<file path="src/rtl/morse_encoder_if.sv">
// Letter request/status bundle between a Morse letter source and the encoder.
// The source drives the request side; the encoder drives tx/busy/done.
interface morse_if;
  logic       start;
  logic [2:0] len;
  logic [4:0] pattern;
  logic       abort;
  logic       tx;
  logic       busy;
  logic       done;

  modport master (output start, len, pattern, abort, input  tx, busy, done);
  modport slave  (input  start, len, pattern, abort, output tx, busy, done);
endinterface

</file>
<file path="src/rtl/morse_encoder.sv">
// Sends one Morse letter (1..5 elements, LSB first) as timed tone on/off units.
// Dot = 1 unit, dash = 3 units, element gap = 1 unit, letter gap = 3 units.
module morse_encoder #(
`ifdef SIM
  parameter int unsigned      T_BIT  = 4,
  parameter logic [T_BIT-1:0] T_UNIT = 4'd2
`else
  parameter int unsigned      T_BIT  = 26,
  parameter logic [T_BIT-1:0] T_UNIT = 26'hBE_BC20
`endif
) (
  input  logic   clk,
  input  logic   n_rst,
  morse_if.slave bus
);

  typedef enum logic [2:0] {IDLE, MARK, SPACE, LGAP, DONE} state_t;

  localparam logic [T_BIT-1:0] CYC_LAST = T_UNIT - T_BIT'(1);

  state_t           state_q, state_d;
  logic [T_BIT-1:0] cyc_q, cyc_d;
  logic [1:0]       unit_q, unit_d;
  logic [2:0]       idx_q, idx_d;
  logic [2:0]       len_q, len_d;
  logic [4:0]       pat_q, pat_d;
  logic             tx_q, tx_d;
  logic             busy_q, busy_d;
  logic             done_q, done_d;

  logic [1:0] last_unit;
  logic       unit_end;
  logic       len_ok;

  assign len_ok = (bus.len != 3'd0) && (bus.len <= 3'd5);

  // Durations are counted in whole units so the cycle counter never needs 3*T_UNIT.
  always_comb begin
    last_unit = 2'd0;
    case (state_q)
      MARK:    last_unit = pat_q[idx_q] ? 2'd2 : 2'd0;
      LGAP:    last_unit = 2'd1;
      default: last_unit = 2'd0;
    endcase
  end

  assign unit_end = (cyc_q == CYC_LAST) && (unit_q == last_unit);

  always_comb begin
    state_d = state_q;
    idx_d   = idx_q;
    len_d   = len_q;
    pat_d   = pat_q;
    if (cyc_q == CYC_LAST) begin
      cyc_d  = '0;
      unit_d = unit_q + 2'd1;
    end else begin
      cyc_d  = cyc_q + T_BIT'(1);
      unit_d = unit_q;
    end

    case (state_q)
      IDLE: begin
        cyc_d  = '0;
        unit_d = '0;
        if (bus.start && !bus.abort && len_ok) begin
          len_d   = bus.len;
          pat_d   = bus.pattern;
          idx_d   = 3'd0;
          state_d = MARK;
        end
      end
      MARK:  if (unit_end) state_d = SPACE;
      SPACE: begin
        if (unit_end) begin
          if (idx_q == len_q - 3'd1) begin
            state_d = LGAP;
          end else begin
            idx_d   = idx_q + 3'd1;
            state_d = MARK;
          end
        end
      end
      LGAP:    if (unit_end) state_d = DONE;
      DONE:    state_d = IDLE;
      default: state_d = IDLE;
    endcase

    if (state_q != IDLE && bus.abort) begin
      state_d = IDLE;
      idx_d   = 3'd0;
    end

    if (state_d != state_q) begin
      cyc_d  = '0;
      unit_d = '0;
    end

    tx_d   = (state_d == MARK);
    busy_d = (state_d != IDLE);
    done_d = (state_d == DONE);
  end

  always_ff @(posedge clk) begin
    if (!n_rst) begin
      state_q <= IDLE;
      cyc_q   <= '0;
      unit_q  <= '0;
      idx_q   <= '0;
      len_q   <= '0;
      pat_q   <= '0;
      tx_q    <= 1'b0;
      busy_q  <= 1'b0;
      done_q  <= 1'b0;
    end else begin
      state_q <= state_d;
      cyc_q   <= cyc_d;
      unit_q  <= unit_d;
      idx_q   <= idx_d;
      len_q   <= len_d;
      pat_q   <= pat_d;
      tx_q    <= tx_d;
      busy_q  <= busy_d;
      done_q  <= done_d;
    end
  end

  assign bus.tx   = tx_q;
  assign bus.busy = busy_q;
  assign bus.done = done_q;

endmodule

</file>
<file path="src/flat_wrapper.sv">
// flat-port wrapper written by rule: the top's interface ports become plain ports
module morse_encoder_flat 
#(

  parameter int unsigned      T_BIT  = 26,
  parameter logic [T_BIT-1:0] T_UNIT = 26'hBE_BC20

)
  (clk, n_rst, bus_start, bus_len, bus_pattern, bus_abort, bus_tx, bus_busy, bus_done);
  morse_if bus_i ();
  input  logic clk;
  input  logic n_rst;
  input wire logic [$bits(bus_i.start)-1:0] bus_start;
  input wire logic [$bits(bus_i.len)-1:0] bus_len;
  input wire logic [$bits(bus_i.pattern)-1:0] bus_pattern;
  input wire logic [$bits(bus_i.abort)-1:0] bus_abort;
  output wire logic [$bits(bus_i.tx)-1:0] bus_tx;
  output wire logic [$bits(bus_i.busy)-1:0] bus_busy;
  output wire logic [$bits(bus_i.done)-1:0] bus_done;
  assign bus_i.start = bus_start;
  assign bus_i.len = bus_len;
  assign bus_i.pattern = bus_pattern;
  assign bus_i.abort = bus_abort;
  assign bus_tx = bus_i.tx;
  assign bus_busy = bus_i.busy;
  assign bus_done = bus_i.done;
  morse_encoder #(.T_BIT(T_BIT), .T_UNIT(T_UNIT)) u_core (.clk(clk), .n_rst(n_rst), .bus(bus_i));
endmodule
</file>
<file path="config.mk">
export PLATFORM = sky130hd
export DESIGN_NAME = morse_encoder_flat
export DESIGN_NICKNAME = d
export VERILOG_FILES = /design/src/rtl/morse_encoder_if.sv /design/src/rtl/morse_encoder.sv /design/src/flat_wrapper.sv
export SDC_FILE = /design/constraint.sdc
export NUM_CORES = 1
export LEC_CHECK = 0
export CELL_PAD_IN_SITES_DETAIL_PLACEMENT = 0
export CELL_PAD_IN_SITES_GLOBAL_PLACEMENT = 1
export CORE_ASPECT_RATIO = 1.1
export CORE_MARGIN = 2
export CORE_UTILIZATION = 25
export CTS_BUF_LIST = sky130_fd_sc_hd__clkbuf_4 sky130_fd_sc_hd__clkbuf_8 sky130_fd_sc_hd__clkbuf_16
export DETAILED_ROUTE_END_ITERATION = 8
export PLACE_DENSITY = 0.61
export SYNTH_ARGS = -nofsm -noshare
export SYNTH_HDL_FRONTEND = slang
export SYNTH_SLANG_ARGS = --single-unit
</file>
<file path="constraint.sdc">
create_clock -name clk -period 2.27 [get_ports clk]
set_clock_uncertainty 0.15 [all_clocks]
set_input_delay 0.227 -clock clk [delete_from_list [all_inputs] [get_ports clk]]
set_output_delay 0.227 -clock clk [all_outputs]
set_load 0.1 [all_outputs]
</file>
==> results.ini <==
[power]
powerDensity_nw_per_um2=564
peakVddDrop_v=0.000264
leakage_nw=0.868

[synth]
async_flop_share_pct=0
netlist_area_sq_um=2240
synthTopCellsByArea=dfxtp_1, nor2_1, xnor2_1, xor2_1, nand2_1
synth_common_cells=dfxtp_1, nor2_1, nand2_1
ys_types=47
yosysMostFrequentCell=dfxtp_1
synth_area_per_cell_sq_um=8.48
netlist.area_leader.share_pct=40.2
postSynthCellCount=264
yosys_register_bits=45
synth_top_area_cell=dfxtp_1
seq_area_frac_synth_pct=40.2
synth_warnings=0
synth_ff_type=dfxtp_1
synth_nets=279
synth-edff-count=0

[grt]
grt_pass1_vias=1778
grt-ovfl-total=0
grt_max_degree=16
grt_use_total_pct=10.8
grt_pass1_wl_microns=8380
antenna_found_initial=0

[sta]
period_minus_slack_ns=2.08
rsz0062_at_grt=false
drv_slew=0
max_freq_mhz=480
hold_viol=0
setup_viol=0
fin_crit_sh_pct=91.7
setup_tns_ns=0
slew_headroom_pct=67.6
worst_slew_pin_slew_ns=0.481

[worst_setup_path]
crit_fanout=8
criticalPathCategory=reg -> reg
rrSetupSlack_ns=0.19
path_buf_inv=0
path_cells=mux2i_1 > a311oi_2 > o21ai_2 > xnor2_4 > a2111o_1 > a211oi_2
cpPeakStageDelay_ns=0.49
slowest_stage=dfxtp_1
critPathRequiredTime_ns=2.33
arrival_ns=2.15
startpoint_type=register
critical_path.top_delay_family=compound AO/OA/AOI/OAI gates
endpoint_kind=register

[cts]
h-tree-depth=2
root_buffer=clkbuf_8
cts_tree=yes
clkTransAtPathRegs_ns=0.10
cts_sinks=45
post-cts-setup-buffers=0
insertion_delay_ns=0.30
numCtsBuffers=5
clock_path_buffers=2

[floorplanning]
die_w_microns=94.2
initial_utilization_pct=25.5
fp.dieArea_sq_um=9730
num_rows=36
io_pins=15
die_h_microns=103
core_sq_um=8780

[cells_and_area]
layoutNonFillerInstCount=404
diodes=0
drive_above_1_share_pct=12.8
fin_util_pct=30.9
nets=304
area_growth_syn_to_layout_pct=21.1
final_area_sq_um=2710

[placed_design]
place.gp.congestion=0.787
hpwl_microns=3560
postPlaceCellArea_sq_um=2580
dpl.cell_count=396
io_buffers=14

[routing]
drt_iter0_markers=36
viasPerCell=4.52
vias=1825
wirelength_microns=4840
antenna_left=0
drc=0
firstDrtPassIters=5
wl_per_cell_microns=12.0

[flow_run]
cap_viol_max_count=0

[status]
status=finished, final reports clean

[hold_path]
min_path_type=reg -> reg

worst reg2reg max path, stage by stage (launching register included):
cell and delay, ns:
dfxtp_1 0.49, mux2i_1 0.14, a311oi_2 0.29, o21ai_2 0.14
xnor2_4 0.19, a2111o_1 0.42, a211oi_2 0.19
where the power goes:
part	switching (mW)	leakage (nW)	internal, mW
combinational	0.0533	0.446	0.0452
clock	0.285	0.0588	0.343
sequential	0.00577	0.363	0.797
total	0.344	0.868	1.19
layer usage:
layer,share of wire [%],global-route usage (%),vias to the layer above
met5,0,0,-
met4,0.87,2.34,0
met3,3.8,2.46,5
met2,48,19.0,24
met1,47,13.5,843
li1,-,-,953
final timing paths:
kind,cells after the start,start,to
hold / removal,1,u_core.cyc_q[0],u_core.cyc_q[0]
setup / recovery,6,u_core.idx_q[0],u_core.bus.tx
setup reg to reg,6,u_core.idx_q[0],u_core.bus.tx
hold reg to reg,1,u_core.cyc_q[0],u_core.cyc_q[0]
flip-flops by register name, indices dropped and copies added (netlist names):
name	flops
u_core.bus.busy	1
u_core.bus.done	1
u_core.bus.tx	1
u_core.cyc_q	26
u_core.idx_q	3
u_core.len_q	3
u_core.pat_q	5
u_core.state_q	3
u_core.unit_q	2
cell usage in the layout, fill, tap and decap left out, types with 7 or more instances in the layout:
cell type        count
a21boi_0             7
nand3_1             14
nor3_1               7
clkdlybuf4s50_1     11
nor2_1              40
xor2_1              15
nand2_1             23
buf_4               15
o21ai_0             13
nand4_1              9
xnor2_1             15
inv_1               11
dfxtp_1             45
area by class of cell:
cell class	instances	area [sq um]
multi-input cells	199	1270
fillers	969	6070
well taps	114	143
clock buffers	6	76.3
flip-flops and latches	45	901
inverters	11	41.3
clock inverters	2	38.8
repair buffers	27	243
logic make-up after synthesis:
| logic type | share of synthesized area (%) |
|---|---|
| AND/OR/NAND/NOR | 28.4 |
| flip-flops | 40.2 |
| AO/OA/AOI/OAI | 11.3 |
| XOR/XNOR | 13.0 |
| buffers and inverters | 3.58 |
| multiplexers | 1.84 |
| adder cells (fa/ha/maj) | 1.68 |
timing repair:
item,in CTS,in global routing
setup endpoints to repair,0,2
endpoints found under the hold margin,0,0
hold buffers,0,0
gates resized for setup,0,2
through the flow:
stage	setup WS (ns)	hold WS (ns)	power, mW
floorplan	0.376	0.222	0.878
global placement	0.133	0.293	0.919
detailed placement	0.112	0.303	0.919
CTS	0.167	0.323	1.55
global route	0.0200	0.334	1.60
finish	0.188	0.319	1.53
No activity file was read; power rests on OpenSTA's default activity.
